## src/rtl/sand_brush_cmd_fifo.sv

```systemverilog
// Brush command port: host writes stage X/Y/radius/type, COMMIT snapshots them into a
// register-based first-word-fall-through FIFO that drains over a valid/ready stream.
module sand_brush_cmd_fifo #(
   parameter int PAYLOAD_W  = 8,
   parameter int COORD_W    = 8,
   parameter int RADIUS_W   = 8,
   parameter int TYPE_W     = 2,
   parameter int FIFO_DEPTH = 4
) (
   input  logic                          clk,
   input  logic                          reset,
   input  logic                          chipselect,
   input  logic                          write_enable,
   input  logic [2:0]                    action,
   input  logic [PAYLOAD_W-1:0]          payload,
   output logic                          cmd_valid,
   input  logic                          cmd_ready,
   output logic [COORD_W-1:0]            cmd_x,
   output logic [COORD_W-1:0]            cmd_y,
   output logic [RADIUS_W-1:0]           cmd_radius,
   output logic [TYPE_W-1:0]             cmd_type,
   output logic [$clog2(FIFO_DEPTH):0]   fifo_level,
   output logic                          error
);

   localparam int PTR_W   = $clog2(FIFO_DEPTH);
   localparam int ENTRY_W = 2*COORD_W + RADIUS_W + TYPE_W;
   localparam logic [PTR_W:0] FULL_LVL = (PTR_W+1)'(FIFO_DEPTH);

   typedef enum logic [2:0] {
      ACT_SET_X      = 3'd0,
      ACT_SET_Y      = 3'd1,
      ACT_SET_RADIUS = 3'd2,
      ACT_SET_TYPE   = 3'd3,
      ACT_COMMIT     = 3'd4,
      ACT_CLR_ERROR  = 3'd5
   } action_e;

   // Nonzero bits above the target field make the write illegal.
   function automatic logic over_range(input logic [PAYLOAD_W-1:0] data, input int width);
      return (data >> width) != '0;
   endfunction

   logic [COORD_W-1:0]  x_reg, y_reg;
   logic [RADIUS_W-1:0] r_reg;
   logic [TYPE_W-1:0]   t_reg;
   logic [ENTRY_W-1:0]  mem [FIFO_DEPTH];
   logic [ENTRY_W-1:0]  head;
   logic [PTR_W-1:0]    rd_ptr, wr_ptr;
   logic                x_ld, y_ld, r_ld, t_ld;
   logic                commit, push, pop, full, set_err, clr_err;

   always_comb begin
      x_ld      = 1'b0;
      y_ld      = 1'b0;
      r_ld      = 1'b0;
      t_ld      = 1'b0;
      commit    = 1'b0;
      set_err   = 1'b0;
      clr_err   = 1'b0;
      full      = (fifo_level == FULL_LVL);
      cmd_valid = (fifo_level != '0);
      pop       = cmd_valid && cmd_ready;
      if (chipselect && write_enable) begin
         case (action_e'(action))
            ACT_SET_X:      if (over_range(payload, COORD_W))  set_err = 1'b1; else x_ld = 1'b1;
            ACT_SET_Y:      if (over_range(payload, COORD_W))  set_err = 1'b1; else y_ld = 1'b1;
            ACT_SET_RADIUS: if (over_range(payload, RADIUS_W)) set_err = 1'b1; else r_ld = 1'b1;
            ACT_SET_TYPE:   if (over_range(payload, TYPE_W))   set_err = 1'b1; else t_ld = 1'b1;
            ACT_COMMIT:     commit  = 1'b1;
            ACT_CLR_ERROR:  clr_err = 1'b1;
            default:        set_err = 1'b1;
         endcase
      end
      // A pop in the same cycle frees the slot, so a full FIFO still accepts the push.
      push = commit && (!full || pop);
      if (commit && full && !pop) set_err = 1'b1;
   end

   always_ff @(posedge clk) begin
      if (reset) begin
         x_reg <= '0;
         y_reg <= '0;
         r_reg <= '0;
         t_reg <= '0;
      end else begin
         if (x_ld) x_reg <= payload[COORD_W-1:0];
         if (y_ld) y_reg <= payload[COORD_W-1:0];
         if (r_ld) r_reg <= payload[RADIUS_W-1:0];
         if (t_ld) t_reg <= payload[TYPE_W-1:0];
      end
   end

   always_ff @(posedge clk) begin
      if (reset) begin
         rd_ptr     <= '0;
         wr_ptr     <= '0;
         fifo_level <= '0;
         error      <= 1'b0;
      end else begin
         if (push) wr_ptr <= wr_ptr + 1'b1;
         if (pop)  rd_ptr <= rd_ptr + 1'b1;
         case ({push, pop})
            2'b10:   fifo_level <= fifo_level + 1'b1;
            2'b01:   fifo_level <= fifo_level - 1'b1;
            default: fifo_level <= fifo_level;
         endcase
         if (clr_err)      error <= 1'b0;
         else if (set_err) error <= 1'b1;
      end
   end

   // Storage needs no reset: it is only observed through cmd_valid.
   always_ff @(posedge clk) begin
      if (push) mem[wr_ptr] <= {x_reg, y_reg, r_reg, t_reg};
   end

   assign head       = mem[rd_ptr];
   assign cmd_x      = cmd_valid ? head[TYPE_W+RADIUS_W+COORD_W +: COORD_W] : '0;
   assign cmd_y      = cmd_valid ? head[TYPE_W+RADIUS_W +: COORD_W]         : '0;
   assign cmd_radius = cmd_valid ? head[TYPE_W +: RADIUS_W]                 : '0;
   assign cmd_type   = cmd_valid ? head[TYPE_W-1:0]                         : '0;

endmodule

```

## config.mk

```make
export PLATFORM = sky130hd
export DESIGN_NAME = sand_brush_cmd_fifo
export DESIGN_NICKNAME = d
export VERILOG_FILES = /design/src/rtl/sand_brush_cmd_fifo.sv
export SDC_FILE = /design/constraint.sdc
export NUM_CORES = 1
export LEC_CHECK = 0
export CAP_MARGIN = 20
export CORE_UTILIZATION = 25
export DETAILED_ROUTE_END_ITERATION = 10
export GPL_TIMING_DRIVEN = 0
export SLEW_MARGIN = 10
export SYNTH_ARGS = -nofsm -noshare
export SYNTH_HDL_FRONTEND = slang
export SYNTH_SLANG_ARGS = --single-unit
```

## constraint.sdc

```tcl
create_clock -name clk -period 2.4 [get_ports clk]
set_input_delay 0.36 -clock clk [delete_from_list [all_inputs] [get_ports clk]]
set_output_delay 0.36 -clock clk [all_outputs]
set_load 0.01 [all_outputs]
```

Word level (Yosys, flattened, before mapping)
Memories as Yosys holds them, arrays and structs flattened. A register that Yosys moved wholly into a read port is not among the register bits.
Index checks and enable logic that the tools add are counted.
- add/sub/neg operators: 4
- equal/unequal tests: 8
- mux-type cells: 26
- reduce and logical (&&, ||, !) cells: 14
- operator list (kind ; number):
    $mux 8 ; 3
    $mux 1 ; 18
    $eq 3x3->1 const B ; 3
    $reduce_bool 8->1 ; 1
    $eq 3x2->1 const B ; 2
    $mux 2 ; 3
    $pmux 3 s2 ; 1
    $logic_and 1x1->1 ; 5
    $reduce_or 5->1 ; 1
    $add 2x1->2 const B ; 2
    $add 3x1->3 const B ; 1
    $eq 3x1->1 const B ; 1
    $logic_not 3->1 ; 1
    $reduce_bool 3->1 ; 1
    $sub 3x1->3 const B ; 1
    $eq 2x1->1 const B ; 1
    $eq 2x2->1 const B ; 1
    $logic_not 1->1 ; 2
    $pmux 1 s2 ; 1
    $reduce_bool 2->1 ; 1
    $reduce_or 2->1 ; 1
    $logic_or 1x1->1 ; 1
- bits in registers: 34
- RAM bits: 104
- bits of input ports: 16
- output and inout bits: 31
- memories: 1
- memories (memory ; depth ; bits a word ; read ports ; clocked after Yosys merged registers in ; write ports ; line ; RTL):
    mem ; 4 ; 26 ; 1 ; 1 ; 1 ; 47 ; logic [ENTRY_W-1:0] mem [FIFO_DEPTH];

Longest topological paths before layout
Gate-level depths: netlist of the first run.
- word-level depth: 6
- gate-level depth with buffers: 9
- gate-level depth less buffers: 9

Worst setup path after synthesis of the first run
Ideal clock, no wire load.
- kind: register to register
- start point: reg fifo_level[0]
- end point: reg fifo_level[2]
- setup time: 70 ps
- arrival: 2119 ps
- slack: 211 ps
- cell stages (with the launch flop): 10
- buffers on the path: 0
- period minus slack after synthesis: 2189 ps
- path through: dfxtp_1 nor4b_1 nor3_1 inv_1 ha_1 inv_1 fa_1 xor2_1 or3_1 a21oi_1
- word-level cells in the longest chain between the ends: 6
- elaborated cells on any way between the ends: 12
- those cells by class: 2 x add/sub; 3 x eq/ne; 1 x mux; 6 x reduce/logical
- ends and longest elaborated chain (what ; line ; RTL):
    start, declared ; 22 ; output logic [$clog2(FIFO_DEPTH):0] fifo_level,
    start signal, assigned ; 104 ; 2'b10: fifo_level <= fifo_level + 1'b1;
    start signal, assigned ; 105 ; 2'b01: fifo_level <= fifo_level - 1'b1;
    start signal, assigned ; 106 ; default: fifo_level <= fifo_level;
    $eq 3x3->1 / $reduce_bool 3->1 (equally long branches) ; 61, 62 ;
    $logic_not 1->1 / $logic_and 1x1->1 (equally long branches) ; 76, 63 ;
    $logic_or 1x1->1 ; 76 ; push = commit && (!full || pop);
    $logic_and 1x1->1 ; 76 ;
    $eq 2x1->1 / $eq 2x2->1 (equally long branches) ; 103 ; case ({push, pop})
    $pmux 3 s2 / $reduce_bool 2->1 (equally long branches) ; n/a ;
Parallel ways exist; a longest one is shown, timed or not.
A chain may end at the register's enable or synchronous reset.

==> results of run 1 <==
-- kinds of logic (layout without fill, tap and decap cells) --
kind of cell	after synthesis	after routing	synth area share, %
DFF	140	140	71.19
and+or+nand+nor	82	82	8.158
muxes	53	53	15.85
buffers and inverters	22	105	1.646
AOI/OAI and AO/OA	7	7	0.8111
adders and majority gates	6	6	1.530
xor gates and xnor gates	5	5	0.8113
-- critical path: stages (launching register included) --
cell and delay [ns]:
sky130_fd_sc_hd__dfxtp_2 0.33, sky130_fd_sc_hd__buf_8 0.14, sky130_fd_sc_hd__buf_12 0.15, sky130_fd_sc_hd__buf_8 0.11, sky130_fd_sc_hd__buf_6 0.09, sky130_fd_sc_hd__mux4_2 0.50, sky130_fd_sc_hd__and2_4 0.16, sky130_fd_sc_hd__buf_6 0.11
-- area by class of cell --
type | instances | area [um2]
plain buffers | 14 | 121.4
clock buffers | 22 | 484.2
clock inverters | 10 | 138.9
fillers | 2035 | 14110
inverters | 7 | 26.28
multi-input cells | 153 | 1510
flip-flops and latches | 140 | 3849
well taps | 275 | 344.1
repair buffers | 52 | 500.5
-- Yosys cell counts --
library cell	n
sky130_fd_sc_hd__o21ai_0	2
sky130_fd_sc_hd__a221oi_1	1
sky130_fd_sc_hd__nor2_1	36
sky130_fd_sc_hd__nand3_1	1
sky130_fd_sc_hd__and2_1	31
sky130_fd_sc_hd__or4_4	2
sky130_fd_sc_hd__nand2b_1	1
sky130_fd_sc_hd__nor3_1	1
sky130_fd_sc_hd__nand3b_1	1
sky130_fd_sc_hd__edfxtp_1	104
sky130_fd_sc_hd__xor2_1	3
sky130_fd_sc_hd__clkbuf_1	10
sky130_fd_sc_hd__nand2_1	1
sky130_fd_sc_hd__ha_1	5
sky130_fd_sc_hd__a21oi_1	3
sky130_fd_sc_hd__nand4b_1	1
sky130_fd_sc_hd__mux2i_1	27
sky130_fd_sc_hd__xnor2_1	2
sky130_fd_sc_hd__mux4_2	26
sky130_fd_sc_hd__dfxtp_1	36
sky130_fd_sc_hd__or4b_2	1
sky130_fd_sc_hd__inv_1	7
sky130_fd_sc_hd__or2_2	1
sky130_fd_sc_hd__or3_1	2
sky130_fd_sc_hd__buf_2	5
sky130_fd_sc_hd__a41o_1	1
sky130_fd_sc_hd__fa_1	1
sky130_fd_sc_hd__nor2_2	1
sky130_fd_sc_hd__nor4b_1	2
-- power groups by stage --
stage	clock, uW	combinational (uW)	sequential (uW)
finish	2680	209	2600
global route	2820	230	2600
CTS	2720	208	2600
detailed placement	0	187	2650
global placement	0	183	2650
floorplan	0	92.9	2640
-- routing by layer --
metal	global-route usage (%)	vias up
met3	3.150	12
met5	0	-
met1	13.35	1428
li1	-	1325
met2	17.19	69
met4	4.235	0
-- placed cells by master, fill, tap and decap left out, drive strengths merged, types with 2 or more instances in the layout --
cell / instances
edfxtp: 104
dfxtp: 36
xor2: 3
clkbuf: 30
clkinv: 6
inv: 7
buf: 18
xnor2: 2
bufinv: 3
ha: 5
clkdlybuf4s50: 19
clkdlybuf4s15: 5
or3: 2
dlygate4sd2: 16
o21ai: 2
nor2: 37
or4: 2
mux2i: 27
mux4: 26
a21oi: 3
nor4b: 2
and2: 31
-- path summary, 6_finish.rpt --
check	from	cells after the start	to	slack (ns)
setup / recovery	register	7	cmd_y[6]	0.03
hold / removal	reset	2	r_reg[2]	0.38
setup reg to reg	fifo_level[2]	9	fifo_level[2]	0.15
hold reg to reg	y_reg[2]	0	mem[0][12]	0.51
-- metrics by stage --
stage | power (uW) | hold slack, ns | setup TNS [ns]
floorplan | 2737 | 0.4594 | 0
global placement | 2828 | 0.4731 | -97.75
detailed placement | 2833 | 0.4887 | -58.42
CTS | 5528 | 0.3704 | -0.002411
global route | 5651 | 0.4242 | -0.03678
finish | 5493 | 0.3760 | 0
-- repair_timing --
| item | 4_1_cts | 5_1_grt |
|---|---|---|
| gates resized for setup | 68 | 19 |
| hold endpoints to repair | 0 | 0 |
| buffers inserted | 6 | 0 |
| pin swaps | 3 | 0 |
| setup endpoints to repair | 133 | 12 |
| gates cloned | 0 | 1 |
==> reports/summary.log, run 1 <==
INFO  global_routing global_route_wire_length_before_repair=16.84mm
INFO  power          power.density_cell_area=787.6nW/um2
INFO  drt            ant_nets=0
INFO  setup_path     worstPathArrival=2.01ns
INFO  drt            drt_wl_total=11.05mm
INFO  layout         max_reg_flops=104
INFO  clock_tree     clock_sinks=140
INFO  setup_path     setup.worst_path.end_class=output port
INFO  clock_tree     tritoncts=done
INFO  placed_design  dpl_cell_area=6198um2
INFO  clock_tree     clock_path_buffers=2
INFO  drt            route.top_layer_used=met4
INFO  floorplan      die_area=22,190um2
INFO  yosys          syn-cell-area=5399um2
INFO  sta            max_slew.worst_pin.slew=0.7801ns
INFO  flow_run       maxCapViolations=0
INFO  power          internal_power=4436uW
INFO  power          pwr-share-clk=48.9%
INFO  drt            via_to_cell_ratio=4.211
INFO  sta            rsz_0062_raised_after_global_routing=yes
INFO  clock_tree     clk_transition_reported_paths=0.05ns
INFO  yosys          syn-num-nets=337
INFO  sta            worst_setup_slack_after_layout=0.03418ns
INFO  setup_path     critical_path.startpoint_type=register
INFO  drt            drt_iter0_markers=151
INFO  global_routing first_global_vias=3,008
INFO  sta            period_share=98.58%
INFO  drt            dr_wl_met2=5.507mm
INFO  floorplan      floorplan.die.width=149.0um
INFO  power          p_sw_share=19.24%
INFO  yosys          ys_warn_count=0
INFO  yosys          ys_ff_latch=140
INFO  global_routing grt_overflow=0
INFO  sta            achievable-frequency=0.4227GHz
INFO  layout         largest-register=mem
INFO  sta            finalHoldViolCount=0
INFO  floorplan      initial_core_util=25.60%
INFO  placed_design  dp_worst_setup_slack=-0.5099ns
INFO  global_routing gr-usage-all-layers=10.65%
INFO  yosys          synth_area_leaders=sky130_fd_sc_hd__edfxtp_1 58%, sky130_fd_sc_hd__dfxtp_1 13%, sky130_fd_sc_hd__mux4_2 11%, sky130_fd_sc_hd__mux2i_1 5.0%, sky130_fd_sc_hd__and2_1 3.6%
INFO  yosys          post-synth-top-area-fraction=57.84%
INFO  worst_hold_path path_category_of_the_worst_min_delay_check=input pin to register
INFO  yosys          synth_top_area_cell=sky130_fd_sc_hd__edfxtp_1
INFO  drt            dr.pass1.iters=5
INFO  layout         num-nets-final=407
INFO  yosys          syn_avg_cell_area=17.14um2
INFO  drt            drcViolationCount=0
INFO  sta            max_slew_margin=47.99%
INFO  layout         final_core_utilization=33.07%
INFO  drt            avgRoutedWirePerCell=16.41um
INFO  drt            metal_1_wl=4.810mm
INFO  power          vdd_ir_drop_max=0.5091mV
INFO  drt            dr_total_vias=2,834
INFO  placed_design  numPlacedInstances=635
INFO  floorplan      floorplan.io_pins=47
INFO  layout         finish.instance_area=6974um2
INFO  floorplan      rows=53
INFO  clock_tree     postCtsHoldBufs=0
INFO  floorplan      placeableCoreArea=21,090um2
INFO  layout         final_instance_count_without_filler_cells=673
INFO  layout         proportion_of_layout_cells_with_a_drive_suffix_above_1=24.62%
INFO  power          power.share.combinational=3.8%
INFO  power          seq_power_share=47.3%
INFO  clock_tree     numCtsBuffers=17
INFO  sta            period_minus_slack=2.366ns
INFO  yosys          synthDistinctLibCells=29
INFO  setup_path     critPathRequiredTime=2.04ns
INFO  sta            final-setup-viol-count=0
INFO  clock_tree     cts.root.buffer_cell=sky130_fd_sc_hd__clkbuf_16
INFO  layout         area_growth_syn_to_layout=29.18%
INFO  placed_design  place.port_buffers=45
INFO  sta            drv_slew=0
INFO  clock_tree     htree_levels=4
INFO  clock_tree     clk_latency=0.41ns
INFO  drt            met3_wirelength=591um
INFO  yosys          synthesis.instances=315
INFO  yosys          ys_seq_area_share=71.19%
INFO  power          netSwitchingPower=1057uW
INFO  power          total_leakage_power=0.002648uW
INFO  setup_path     crit_fanout=8
INFO  floorplan      die_h=149.0um
INFO  layout         count_of_inserted_antenna_diode_cells=0
INFO  placed_design  place.gp.congestion=0.6980
INFO  global_routing antenna_found_initial=0
INFO  placed_design  dp_hpwl=6.979mm
INFO  outcome        outcome=finished clean
INFO  setup_path     crit_path_kind=register to output port
INFO  sta            skew=0.007419ns
INFO  global_routing maximum_number_of_pins_on_one_net_before_global_route_repair=27
Note: power is estimated with default switching activity, not from simulation.
==> run 2: changes to the inputs <==
SKIP_LAST_GASP = 1   (was unset)
==> reports/summary.log, run 2 (synthesized netlist as in run 1, its figures left out) <==
INFO  setup_path     critPathRequiredTime=2.04ns
INFO  floorplan      initial_core_util=25.60%
INFO  sta            rsz_0062_raised_after_global_routing=yes
INFO  sta            period_minus_slack=2.364ns
INFO  layout         num-nets-final=411
INFO  sta            final-setup-viol-count=0
INFO  layout         filler_cell_count=2,045
INFO  global_routing global_route_wire_length_before_repair=16.87mm
INFO  flow_run       maxCapViolations=0
INFO  global_routing first_global_vias=3,005
INFO  sta            achievable-frequency=0.4231GHz
INFO  drt            ant_nets=0
INFO  placed_design  dp_hpwl=6.979mm
INFO  placed_design  dpl_cell_area=6198um2
INFO  drt            drt_wl_total=10.98mm
INFO  global_routing antenna_found_initial=0
INFO  layout         largest-register=mem
INFO  floorplan      die_h=149.0um
INFO  drt            via_to_cell_ratio=4.210
INFO  floorplan      floorplan.die.width=149.0um
INFO  clock_tree     postCtsHoldBufs=0
INFO  sta            max_slew_margin=48.10%
INFO  outcome        outcome=finished clean
INFO  clock_tree     tritoncts=done
INFO  clock_tree     clock_path_buffers=2
INFO  placed_design  numPlacedInstances=635
INFO  sta            drv_slew=0
INFO  drt            drcViolationCount=0
INFO  placed_design  place.gp.congestion=0.6980
INFO  clock_tree     htree_levels=4
INFO  layout         max_reg_flops=104
INFO  placed_design  place.port_buffers=45
INFO  global_routing maximum_number_of_pins_on_one_net_before_global_route_repair=27
INFO  clock_tree     clock_sinks=140
INFO  clock_tree     clk_transition_reported_paths=0.05ns
INFO  floorplan      placeableCoreArea=21,090um2
INFO  layout         final_core_utilization=33.04%
INFO  drt            dr.pass1.iters=4
INFO  power          total_leakage_power=0.002652uW
INFO  clock_tree     cts.root.buffer_cell=sky130_fd_sc_hd__clkbuf_16
INFO  setup_path     critical_path.startpoint_type=register
INFO  layout         proportion_of_layout_cells_with_a_drive_suffix_above_1=26.12%
INFO  worst_hold_path path_category_of_the_worst_min_delay_check=input pin to register
INFO  floorplan      rows=53
INFO  sta            finalHoldViolCount=0
INFO  global_routing gr-usage-all-layers=10.66%
INFO  drt            dr_total_vias=2,850
INFO  sta            period_share=98.49%
INFO  layout         final_cell_mix=104 x sky130_fd_sc_hd__edfxtp_1, 36 x sky130_fd_sc_hd__nor2_1, 32 x sky130_fd_sc_hd__dfxtp_1
INFO  layout         count_of_inserted_antenna_diode_cells=0
INFO  layout         final_instance_count_without_filler_cells=677
INFO  clock_tree     clk_latency=0.41ns
INFO  layout         mostFrequentLayoutCell=sky130_fd_sc_hd__edfxtp_1
INFO  sta            setup_total_negative_slack=0ns
INFO  drt            drt_iter0_markers=142
INFO  setup_path     crit_fanout=6
INFO  layout         area_growth_syn_to_layout=29.04%
INFO  drt            avgRoutedWirePerCell=16.22um
INFO  floorplan      floorplan.io_pins=47
INFO  sta            max_slew.worst_pin.slew=0.7786ns
INFO  clock_tree     numCtsBuffers=17
INFO  global_routing grt_overflow=0
INFO  power          vdd_ir_drop_max=0.5080mV
INFO  power          power.density_cell_area=787.9nW/um2
INFO  setup_path     worstPathArrival=2.00ns
INFO  layout         finish.instance_area=6967um2
INFO  setup_path     setup.worst_path.end_class=output port
INFO  floorplan      die_area=22,190um2
INFO  setup_path     crit_path_kind=register to output port
INFO  sta            skew=0.007458ns
[run 2: cell types whose count changed in the layout (fill, tap and decap cells not counted), sizes merged]
cell	previous run	this run
dlygate4sd2	16	14
buf	18	19
clkdlybuf4s15	5	4
clkbuf	30	36
[run 2: worst max-delay path, cell delays in order (launching register included)]
cell and delay (ns):
sky130_fd_sc_hd__dfxtp_2 0.32, sky130_fd_sc_hd__buf_6 0.13, sky130_fd_sc_hd__buf_12 0.12, sky130_fd_sc_hd__buf_4 0.12, sky130_fd_sc_hd__mux4_2 0.47, sky130_fd_sc_hd__and2_1 0.16
sky130_fd_sc_hd__dlygate4sd2_1 0.27
[run 2: layout make-up]
type / count / area [um2] / area share, %
Sequential cell: 140 / 3849 / 55.24
Multi-Input combinational cell: 153 / 1510 / 21.68
Timing Repair Buffer: 56 / 496.7 / 7.130
Clock buffer: 22 / 484.2 / 6.950
Tap cell: 275 / 344.1 / 4.939
Clock inverter: 10 / 138.9 / 1.994
Buffer: 14 / 117.6 / 1.688
Inverter: 7 / 26.28 / 0.3772
[run 2: final timing paths]
path	start	to	slack, ns	cells past startpoint
setup / recovery	register	cmd_y[4]	0.04	6
hold / removal	reset	r_reg[2]	0.38	2
setup reg to reg	fifo_level[0]	fifo_level[2]	0.15	9
hold reg to reg	x_reg[7]	mem[2][25]	0.51	0
[run 2: what timing repair did]
| item | in CTS | in global routing |
|---|---|---|
| resized for setup | 62 | 24 |
| setup endpoints to repair | 133 | 13 |
| pin swaps | 0 | 2 |
| buffers inserted | 6 | 5 |
[run 2: routing by layer]
layer / GRT usage, % / wire length, um / up-vias
li1: - / - / 1331
met1: 13.37 / 4808 / 1432
met2: 17.26 / 5404 / 72
met3: 3.150 / 621 / 15
met4: 4.133 / 143 / 0
met5: 0 / 0 / -
[run 2: power by group]
part	internal [uW]	leakage [uW]	switching, uW
clock network	1740	0.000306	938
registers	2590	0.00145	11.8
logic	106	0.000896	103
total	4440	0.00265	1050
[run 2: metrics by stage]
stage               worst slack [ns]  total power, uW  hold slack [ns]
global placement             -0.8815             2828           0.4731
finish                       0.03636             5489           0.3827
CTS                          -0.1090             5527           0.3704
floorplan                     0.2114             2737           0.4594
detailed placement           -0.5099             2833           0.4887
global route                -0.03196             5650           0.4242
==> run 3: changes to the inputs <==
ABC_CLOCK_PERIOD_IN_PS = 2400   (was unset)
REMOVE_ABC_BUFFERS = 1   (was unset)
==> reports/summary.log, run 3 (synthesized netlist as in run 1, its figures left out) <==
INFO  global_routing global_route_wire_length_before_repair=16.87mm
INFO  clock_tree     numCtsBuffers=17
INFO  floorplan      die_h=149.0um
INFO  layout         largest-register=mem
INFO  sta            finalHoldViolCount=0
INFO  floorplan      die_area=22,190um2
INFO  sta            worst_setup_slack_after_layout=-0.1371ns
INFO  layout         final_cell_mix=104 x sky130_fd_sc_hd__edfxtp_1, 36 x sky130_fd_sc_hd__nor2_1, 31 x sky130_fd_sc_hd__dfxtp_1
INFO  sta            max_slew.worst_pin.slew=0.8617ns
INFO  sta            rsz_0062_raised_after_global_routing=yes
INFO  setup_path     worstPathCellList=buf_12 -> mux4_2 -> and2_1 -> clkdlybuf4s50_1
INFO  drt            drt_iter0_markers=176
INFO  power          vdd_ir_drop_max=0.4953mV
INFO  setup_path     worst_path_largest_cell_delay=0.53ns
INFO  drt            via_to_cell_ratio=4.296
INFO  drt            avgRoutedWirePerCell=17.12um
INFO  setup_path     critical_path.startpoint_type=register
INFO  placed_design  dp_hpwl=6.317mm
INFO  clock_tree     cts.root.buffer_cell=sky130_fd_sc_hd__clkbuf_16
INFO  setup_path     cp_top_family=buffers and inverters
INFO  layout         final_instance_count_without_filler_cells=670
INFO  layout         proportion_of_layout_cells_with_a_drive_suffix_above_1=23.35%
INFO  floorplan      floorplan.io_pins=47
INFO  sta            period_share=105.7%
INFO  layout         mostFrequentLayoutCell=sky130_fd_sc_hd__edfxtp_1
INFO  layout         max_reg_flops=104
INFO  sta            max_slew_margin=42.49%
INFO  flow_run       maxCapViolations=0
INFO  setup_path     setup.worst_path.end_class=output port
INFO  setup_path     worst_path_max_delay_cell=sky130_fd_sc_hd__mux4_2
INFO  sta            final-setup-viol-count=2
INFO  clock_tree     clk_transition_reported_paths=0.06ns
INFO  layout         num-nets-final=403
INFO  drt            drt_wl_total=11.47mm
INFO  power          power.density_cell_area=769.9nW/um2
INFO  sta            drv_slew=0
INFO  sta            period_minus_slack=2.537ns
INFO  floorplan      rows=53
INFO  drt            drcViolationCount=0
INFO  outcome        outcome=finished with violations
INFO  floorplan      placeableCoreArea=21,090um2
INFO  global_routing gr-usage-all-layers=10.86%
INFO  worst_hold_path path_category_of_the_worst_min_delay_check=input pin to register
INFO  placed_design  numPlacedInstances=624
INFO  setup_path     crit_path_kind=register to output port
INFO  clock_tree     clk_latency=0.42ns
INFO  power          overall_power_of_the_completed_layout=5409uW
INFO  setup_path     critPathRequiredTime=2.04ns
INFO  global_routing antenna_found_initial=0
INFO  drt            dr_total_vias=2,878
INFO  setup_path     cp.buffers_inverters=2
INFO  setup_path     worstPathArrival=2.18ns
INFO  clock_tree     tritoncts=done
INFO  drt            dr.pass1.iters=5
INFO  sta            achievable-frequency=0.3942GHz
INFO  outcome        failed_checks=setup timing
INFO  setup_path     crit_fanout=9
INFO  global_routing grt_overflow=0
INFO  placed_design  place.port_buffers=46
INFO  placed_design  place.gp.congestion=0.6472
INFO  global_routing first_global_vias=2,913
INFO  clock_tree     htree_levels=4
INFO  sta            skew=0.005884ns
INFO  layout         filler_cell_count=2,055
INFO  layout         area_growth_syn_to_layout=30.13%
INFO  floorplan      initial_core_util=25.60%
INFO  clock_tree     clock_sinks=140
INFO  global_routing maximum_number_of_pins_on_one_net_before_global_route_repair=36
INFO  drt            ant_nets=0
INFO  floorplan      floorplan.die.width=149.0um
INFO  clock_tree     clock_path_buffers=2
INFO  power          total_leakage_power=0.002938uW
run 3: what timing repair did:
| action | CTS | global route |
|---|---|---|
| buffers inserted | 3 | 7 |
| gates resized for setup | 11 | 29 |
| hold buffers | 0 | 0 |
| cloned | 1 | 2 |
| pin swaps | 1 | 1 |
| endpoints found under the setup margin | 133 | 44 |
| endpoints found under the hold margin | 0 | 0 |
run 3: final cells by class:
cell class,count,area [um2],share of cell area (%)
diodes,1,2.502,0.03562
clock inverters,15,173.9,2.476
clock buffers,17,425.4,6.055
inverters,7,26.28,0.3740
multi-input cells,155,1531,21.80
well taps,275,344.1,4.898
repair buffers,60,666.9,9.492
flip-flops and latches,140,3855,54.87
run 3: report_power, final:
part	switching, uW	internal [uW]
registers	17.5	2580
clock network	975	1630
logic	101	103
run 3: per-layer routing:
layer | global-route usage (%) | share of wire (%) | vias up
met5 | 0 | 0 | -
met4 | 5.255 | 1.6 | 0
met3 | 3.242 | 4.9 | 19
met2 | 16.79 | 46 | 70
met1 | 13.86 | 47 | 1458
li1 | - | - | 1331
run 3: final timing paths:
path | start | endpoint | slack (ns) | cells after the start
worst min register to register | y_reg[4] | mem[0][14] | 0.50 | 0
worst max register to register | fifo_level[0] | fifo_level[2] | 0.07 | 9
worst min-delay path | reset | y_reg[6] | 0.48 | 2
worst max-delay path | register | cmd_y[5] | -0.14 | 4
run 3: per-stage QoR:
stage	instance area, um2	setup WS, ns	TNS [ns]	hold WS [ns]	util (%)
floorplan	5336	0.007099	0	0.4291	-
global placement	6141	-1.497	-133.64	0.4707	29.12
global route	7023	-0.1821	-0.3580	0.4945	33.30
finish	7025	-0.1371	-0.2485	0.4819	33.32
CTS	6850	-0.1725	-3.559	0.4712	32.48
detailed placement	6188	-0.6140	-59.66	0.4898	29.35
